### src/rtl/mcs_wb_multi_bridge.sv
// MicroBlaze MCS I/O-bus to multi-slave Wishbone classic bridge.
// One Wishbone cycle per MCS strobe, with a timeout watchdog and sticky error status.
module mcs_wb_multi_bridge #(
   parameter logic [31:0] BRG_BASE   = 32'hc000_0000,
   parameter int          ADDR_WIDTH = 21,
   parameter int          DATA_WIDTH = 32,
   parameter int          N_SLV      = 4,
   parameter int          TIMEOUT    = 255
) (
   input  logic                  clk,
   input  logic                  reset,
   input  logic                  io_addr_strobe,
   input  logic                  io_read_strobe,
   input  logic                  io_write_strobe,
   input  logic [3:0]            io_byte_enable,
   input  logic [31:0]           io_address,
   input  logic [31:0]           io_write_data,
   output logic [31:0]           io_read_data,
   output logic                  io_ready,
   output logic                  wb_cyc,
   output logic [N_SLV-1:0]      wb_stb,
   output logic                  wb_we,
   output logic [3:0]            wb_sel,
   output logic [ADDR_WIDTH-1:0] wb_adr,
   output logic [31:0]           wb_dat_o,
   input  logic [N_SLV*32-1:0]   wb_dat_i,
   input  logic [N_SLV-1:0]      wb_ack,
   input  logic                  clr_err,
   output logic                  err_flag,
   output logic [7:0]            err_cnt
);

   localparam int SEL_W = (N_SLV > 1) ? $clog2(N_SLV) : 0;
   localparam int IDX_W = (SEL_W > 0) ? SEL_W : 1;
   localparam int CNT_W = 16;
   localparam logic [CNT_W:0] TMO_L = (CNT_W + 1)'(TIMEOUT);

   generate
      if (DATA_WIDTH != 32) begin : g_bad_data_width
         $error("mcs_wb_multi_bridge: DATA_WIDTH must be 32");
      end
      if (N_SLV < 1 || N_SLV > 16) begin : g_bad_n_slv
         $error("mcs_wb_multi_bridge: N_SLV must be 1..16");
      end
      if (TIMEOUT < 1 || TIMEOUT > 65535) begin : g_bad_timeout
         $error("mcs_wb_multi_bridge: TIMEOUT must be 1..65535");
      end
   endgenerate

   typedef enum logic [1:0] {
      ST_IDLE = 2'd0,
      ST_BUS  = 2'd1,
      ST_RESP = 2'd2
   } state_t;

   state_t                  state_reg, state_next;
   logic [ADDR_WIDTH-1:0]   adr_reg, adr_next;
   logic [31:0]             dat_reg, dat_next;
   logic                    we_reg, we_next;
   logic [3:0]              sel_reg, sel_next;
   logic [IDX_W-1:0]        idx_reg, idx_next;
   logic                    err_reg, err_next;
   logic [CNT_W-1:0]        cnt_reg, cnt_next;
   logic [31:0]             rdata_reg, rdata_next;
   logic                    err_flag_reg, err_flag_next;
   logic [7:0]              err_cnt_reg, err_cnt_next;

   logic                    hit;
   logic [IDX_W-1:0]        idx_in;
   logic                    idx_bad;
   logic [N_SLV-1:0]        slv_onehot;
   logic                    ack_hit;
   logic [31:0]             rd_mux;
   logic [CNT_W:0]          cnt_inc;
   logic                    timeout_hit;
   logic                    unused_ok;

   assign hit = io_addr_strobe & (io_read_strobe | io_write_strobe) &
                (io_address[31:24] == BRG_BASE[31:24]);

   // Slave index is the top SEL_W bits of the word address.
   generate
      if (SEL_W > 0) begin : g_idx
         assign idx_in = io_address[ADDR_WIDTH+1 -: SEL_W];
      end else begin : g_idx_single
         assign idx_in = '0;
      end
      if (N_SLV == (1 << SEL_W)) begin : g_idx_full
         assign idx_bad = 1'b0;
      end else begin : g_idx_partial
         assign idx_bad = (idx_in >= IDX_W'(N_SLV));
      end
   endgenerate

   genvar gi;
   generate
      for (gi = 0; gi < N_SLV; gi++) begin : g_onehot
         assign slv_onehot[gi] = (idx_reg == IDX_W'(gi));
      end
   endgenerate

   assign ack_hit     = |(wb_ack & slv_onehot);
   assign cnt_inc     = {1'b0, cnt_reg} + {{CNT_W{1'b0}}, 1'b1};
   assign timeout_hit = (cnt_inc >= TMO_L);
   assign unused_ok   = ^io_address;

   always_comb begin
      rd_mux = '0;
      for (int i = 0; i < N_SLV; i++) begin
         if (slv_onehot[i]) begin
            rd_mux = rd_mux | wb_dat_i[i*32 +: 32];
         end
      end
   end

   always_ff @(posedge clk) begin
      if (reset) begin
         state_reg    <= ST_IDLE;
         adr_reg      <= '0;
         dat_reg      <= '0;
         we_reg       <= 1'b0;
         sel_reg      <= '0;
         idx_reg      <= '0;
         err_reg      <= 1'b0;
         cnt_reg      <= '0;
         rdata_reg    <= '0;
         err_flag_reg <= 1'b0;
         err_cnt_reg  <= '0;
      end else begin
         state_reg    <= state_next;
         adr_reg      <= adr_next;
         dat_reg      <= dat_next;
         we_reg       <= we_next;
         sel_reg      <= sel_next;
         idx_reg      <= idx_next;
         err_reg      <= err_next;
         cnt_reg      <= cnt_next;
         rdata_reg    <= rdata_next;
         err_flag_reg <= err_flag_next;
         err_cnt_reg  <= err_cnt_next;
      end
   end

   always_comb begin
      state_next    = state_reg;
      adr_next      = adr_reg;
      dat_next      = dat_reg;
      we_next       = we_reg;
      sel_next      = sel_reg;
      idx_next      = idx_reg;
      err_next      = err_reg;
      cnt_next      = cnt_reg;
      rdata_next    = rdata_reg;
      err_flag_next = err_flag_reg;
      err_cnt_next  = err_cnt_reg;

      case (state_reg)
         ST_IDLE: begin
            cnt_next = '0;
            if (hit) begin
               adr_next = io_address[ADDR_WIDTH+1:2];
               dat_next = io_write_data;
               we_next  = io_write_strobe;
               sel_next = io_write_strobe ? io_byte_enable : 4'hf;
               idx_next = idx_in;
               if (idx_bad) begin
                  err_next   = 1'b1;
                  rdata_next = '0;
                  state_next = ST_RESP;
               end else begin
                  err_next   = 1'b0;
                  state_next = ST_BUS;
               end
            end
         end
         ST_BUS: begin
            cnt_next = cnt_inc[CNT_W-1:0];
            // A late ack in the final watchdog cycle still completes the access.
            if (ack_hit) begin
               rdata_next = we_reg ? 32'h0 : rd_mux;
               err_next   = 1'b0;
               state_next = ST_RESP;
            end else if (timeout_hit) begin
               rdata_next = '0;
               err_next   = 1'b1;
               state_next = ST_RESP;
            end
         end
         ST_RESP: begin
            cnt_next   = '0;
            state_next = ST_IDLE;
         end
         default: begin
            state_next = ST_IDLE;
         end
      endcase

      if (clr_err) begin
         err_flag_next = 1'b0;
         err_cnt_next  = '0;
      end else if (state_reg == ST_RESP && err_reg) begin
         err_flag_next = 1'b1;
         if (err_cnt_reg != 8'hff) begin
            err_cnt_next = err_cnt_reg + 8'd1;
         end
      end
   end

   assign wb_cyc       = (state_reg == ST_BUS);
   assign wb_stb       = wb_cyc ? slv_onehot : '0;
   assign wb_we        = we_reg;
   assign wb_sel       = sel_reg;
   assign wb_adr       = adr_reg;
   assign wb_dat_o     = dat_reg;
   assign io_ready     = (state_reg == ST_RESP);
   assign io_read_data = rdata_reg;
   assign err_flag     = err_flag_reg;
   assign err_cnt      = err_cnt_reg;

endmodule
### config.mk
export PLATFORM = sky130hd
export DESIGN_NAME = mcs_wb_multi_bridge
export DESIGN_NICKNAME = d
export VERILOG_FILES = /design/src/rtl/mcs_wb_multi_bridge.sv
export SDC_FILE = /design/constraint.sdc
export NUM_CORES = 1
export LEC_CHECK = 0
export ABC_AREA = 1
export CORE_MARGIN = 2
export CORE_UTILIZATION = 41
export CTS_CLUSTER_SIZE = 10
export DETAILED_ROUTE_END_ITERATION = 8
export GPL_TIMING_DRIVEN = 1
export MAX_ROUTING_LAYER = met4
export PLACE_DENSITY = 0.82
export SYNTH_ARGS = -nofsm -noshare
export SYNTH_HDL_FRONTEND = slang
export SYNTH_SLANG_ARGS = --single-unit
### constraint.sdc
create_clock -name clk -period 2.5 [get_ports clk]
set_input_delay 0.5 -clock clk [delete_from_list [all_inputs] [get_ports clk]]
set_output_delay 0.5 -clock clk [all_outputs]
set_load 0.02 [all_outputs]
-- Yosys cells after proc, flatten, opt, wreduce, memory -nomap -nowiden
Cells that the tools add are included.
- multiplexer cells: 18
- divide/modulo/power cells: 0
- bitwise gates (word level): 7
- shift operators: 0
- reductions and logical operators: 14
- multiply operators: 0
- equality and inequality tests: 9
- $lt $le $gt $ge: 1
- add/subtract/negate cells: 2
- operators with widths (operator ; count):
    32-bit 2-to-1 mux ; 7
    32-bit OR ; 3
    16-bit one-hot mux with 2 select lines ; 1
    16-bit by 1-bit adder with 17-bit output (second input constant) ; 1
    17-bit by 8-bit >= comparator with 1-bit output (second input constant) ; 1
    8-bit by 1-bit adder with 8-bit output (second input constant) ; 1
    8-bit == test (second input constant) ; 1
    4-bit 2-to-1 mux ; 2
    8-bit inequality test (second input constant) ; 1
    2-bit AND reduction ; 4
    2-bit == test (second input constant) ; 3
    2-bit 2-to-1 mux ; 3
    2-bit nonzero test ; 3
    4-bit bitwise AND ; 1
    2-bit by 1-bit == test with 1-bit output (second input constant) ; 2
    2-bit zero test ; 2
    2-bit one-hot mux with 2 select lines ; 1
    2-bit OR reduction ; 2
    4-bit OR reduction ; 1
    1-bit 2-to-1 mux ; 3
    3-bit by 1-bit inequality test with 1-bit output (second input constant) ; 1
    3-bit AND reduction ; 1
    1-bit bitwise AND ; 2
    2-bit inequality test (second input constant) ; 1
    3 further kinds ; 3
- memories: 0
- bits in registers: 120
- output and inout port bits: 105
- word-level logic and storage cells: 62
- bits in latches: 0
- RAM bits: 0
- input port bits: 206
- ROM bits: 0

-- Logic depth before layout (Yosys ltp)
- depth after elaboration: 10
- depth in mapped cells: 16
- mapped depth without buffers: 14

-- Worst setup path after synthesis
No wires, ideal clock.
- path type: register -> register
- start: register cnt_reg[1]
- end: register rdata_reg[0] (netlist: io_read_data[0])
- data required time: 2.387 ns
- library setup time: 0.113 ns
- path buffers: 2
- cell stages (with the launch flop): 15
- arrival time: 1.814 ns
- slack: 0.573 ns
- period minus slack after synthesis: 1.927 ns
- cells stage by stage: dfxtp_1 -> ha_1 -> nand3_2 -> nor2_2 -> nand4_1 -> nand2_1 -> inv_1 -> nor2_1 -> nand3_2 -> nand2_2 -> buf_6 -> buf_6 -> nand2_1 -> nand2_1 -> nor2_1
- longest elaborated chain between the ends: 4
- RTL lines (what ; line ; source):
    start, declared ; 63 ; logic [CNT_W-1:0] cnt_reg, cnt_next;
    start signal, assigned ; 137 ; cnt_reg <= cnt_next;
    16-bit by 1-bit adder with 17-bit output ; 103 ; assign cnt_inc = {1'b0, cnt_reg} + {{CNT_W{1'b0}}, 1'b1};
    17-bit by 8-bit >= comparator with 1-bit output ; 104 ; assign timeout_hit = (cnt_inc >= TMO_L);
    2-bit nonzero test (no source line) ; - ;
    2-bit AND reduction (no source line) ; - ;
    end signal, assigned ; 138 ; rdata_reg <= rdata_next;
    end, declared ; 64 ; logic [31:0] rdata_reg, rdata_next;
No other way between the ends.
A chain may end at the register's enable or synchronous reset.

-- Worst setup path after layout
- start: register state_reg[0]
- end: output port wb_cyc
- longest elaborated chain between the ends: 1
- RTL lines (what ; line ; source):
    start, declared ; 56 ; state_t state_reg, state_next;
    start signal, assigned ; 130 ; state_reg <= state_next;
    2-bit by 1-bit == test with 1-bit output ; 209 ; assign wb_cyc = (state_reg == ST_BUS);
    end, declared ; 20 ; output logic wb_cyc,
No other way between the ends.

==> run metrics <==
Worst VDD drop 0.578 mV; number of antenna repair diodes 0; number of slew-limit violations in the final report 0; number of levels in the clock H-tree 4; fraction of post-synthesis cell area in the top cell type by area 38.3%; number of max-cap violations 0; count of port buffers added during placement 307; worst-case register-to-register setup slack 200 ps; run status complete, no violations; number of flops mapped to enable cells by yosys 0; maximum root-to-sink buffer count 2; Vias per Instance 5.04; share of power burned in registers 39.7%; Area growth, synth to finish 62.0%; global-route wire length before repair 34,200 µm; dominant cells by area after synthesis dfxtp_1, nand2_1, nand3_1; Yosys warning total 0; placeable core region 0.0146 mm²; overall routing resource usage 27.8%; CTS sink cnt 118; total power density per cell area 475 mW/mm²; dominant synthesized flop cell dfxtp_1; required arrival time at the worst endpoint 2000 ps; number of cells produced by synthesis 950; crit path setup slack, layout 102 ps; Critical Path End Type output port; logic gate share of total power 9.5%; NumNets Final 1,446; number of inserted filler cells in the final layout 1,224; Reg-to-Reg Start cnt_reg[0]; Synthesized Nets 1,159; hold violation count in the final report 0; Total Routed Length 22,500 µm; number of synthesized register bits 118; largest net degree at the start of global routing 111; startpoint type of the worst setup path flip-flop; DRT iter0 DRCs 399; total negative setup slack 0 ps; final global-route overflow total 0; vias in the first global route 6,873; slowest stage cell on the critical path clkdlybuf4s50_1; routed length per placed instance 15.7 µm; horizontal die dimension 127 µm; worst setup path class flip-flop to output port; data arrival time of the critical path 1900 ps; number of antenna violations at the first check in global routing 0; Int Power 3680 µW; cell breakdown of the critical path inv_1, nor2_1, buf_4, clkdlybuf4s50_1; DR pass1 iterations 5; Clock Tree Root clkbuf_16; clock network fraction of design power 50.8%; synthesized area 0.00617 mm²; number of cell rows 44; worst hold start wb_dat_o[11]; Die H 127 µm; Post-route DRC 0; category of cells accounting for the largest share of critical-path delay buffers and inverters; Tightest Pin Transition 512 ps; CTS Hold Buffers Added 0; average instance area after synthesis 6.50 µm²; post-detailed-placement half-perimeter wirelength 16,100 µm; minimum clock period after layout 2400 ps; clock latency of the later-clocked register in the worst-skew pair 410 ps; top cell type by total area after synthesis dfxtp_1; Synth cell types 31; highest attainable clock frequency 0.417 GHz; commonest cells in the synthesized netlist nand2_1, inv_1, dfxtp_1; cell with the most instances after synthesis nand2_1; switching power total 1070 µW; Worst Path Max Fanout 17; leakage power summed over all cells 0.00398 µW; IO Count 311; gp weighted congestion 0.933; Sw Share 22.5%; slew margin rel. 65.8%; clock tree from TritonCTS done; placement-stage worst setup slack 160 ps; launch point of the worst path state_reg[0]; post-synthesis async set-or-reset flop share 0%; clock edge transition at the registers on the reported setup and hold paths 60 ps; worst clock skew on the final layout 8.68 ps; sequential area share after synthesis 38.3%; RSZ-0062 raised after global routing no; crit share post-route 95.9%; cts bufs inserted 17; path type of the worst min-delay path flip-flop to flip-flop; ANT nets after route 0; Die Area 0.0161 mm²; initial core utilization 42.1%; number of buffers and inverters on the critical path 3; fraction of layout cells with a size suffix above 1 5.68%; count of vias placed by the detailed router 7,232; biggest cell delay along the critical path 650 ps; final setup violation count 0
## layout make-up
class | count | area, µm² | area share, %
well taps | 184 | 230 | 2.30
clock buffers | 18 | 429 | 4.29
flip-flops and latches | 118 | 2360 | 23.6
clock inverters | 14 | 154 | 1.54
inverters | 130 | 488 | 4.88
multi-input cells | 646 | 3070 | 30.7
repair buffers | 324 | 3270 | 32.7
## power by group through the flow
stage               clock, µW  combinational [µW]  sequential (µW)
floorplan                   0                92.1             1930
CTS                      2450                 454             1880
finish                   2410                 453             1880
global placement            0                 447             1930
global route             2540                 486             1880
detailed placement          0                 449             1930
## routing by layer
| layer | GRT usage, % | part of all wire [%] |
|---|---|---|
| met4 | 9.95 | 3.1 |
| met3 | 8.98 | 8.7 |
| met1 | 30.7 | 40 |
| met2 | 47.2 | 48 |
| met5 | - | 0 |
## final timing paths
check	endpoint	cells past startpoint
worst min register to register	wb_dat_o[11]	2
worst max register to register	io_read_data[10]	13
worst max-delay path	wb_cyc	4
worst min-delay path	wb_dat_o[11]	2
## metrics by stage
step                power (µW)  cell area [µm²]  hold WS [ps]  cells  utilization, %
CTS                       4780             9990           442   1434            68.2
floorplan                 2020             6170           428    950               -
finish                    4750            10000           440   1434            68.3
detailed placement        2370             9400           433   1402            64.2
global placement          2370             9400           429   1402            64.2
global route              4910            10000           465   1434            68.3
## cells by family after synthesis
family / after synthesis / synth area share, %
compound gates: 187 / 17.4
fa+ha+maj: 3 / 0.608
buf+inv: 186 / 12.1
flops: 118 / 38.3
simple gates: 456 / 31.6
## placed cells by master (no fill, tap or decap)
cell and count:
a211oi_1 1, a21oi_1 81, a41oi_1 32, and3_1 1, buf_12 4, buf_4 12
buf_8 1, bufinv_16 2, clkbuf_1 1, clkbuf_16 17, clkdlybuf4s50_1 302, clkinv_2 2
clkinv_4 5, clkinvlp_4 3, dfxtp_1 118, dlymetal6s2s_1 5, ha_1 3, inv_1 125
inv_2 5, inv_6 2, nand2_1 218, nand2_2 7, nand3_1 95, nand3_2 2
nand3b_1 1, nand4_1 11, nor2_1 106, nor2_2 5, nor2_4 2, nor2_8 1
nor3_1 3, nor4_1 2, o211a_1 1, o21a_1 1, o21ai_0 67, o21bai_1 2
o31ai_1 2, or2_1 1, or2_2 1
## worst reg2reg max path, stage by stage (launching register included)
cell	delay [ps]
dfxtp_1	410
ha_1	270
nand2_2	140
nor2_4	170
nand3_1	110
nand2_1	140
nand3_1	100
nor2_1	170
nand3_2	100
nand2_2	80
buf_12	240
nand2_1	160
nand2_1	90
nor2_1	50
## what timing repair did
item / in CTS / in global routing
gates resized for setup: 2 / 5
setup buffers: 0 / 0
endpoints found under the setup margin: 1 / 5
hold endpoints to repair: 0 / 0
Note: power is estimated with default switching activity, not from simulation.
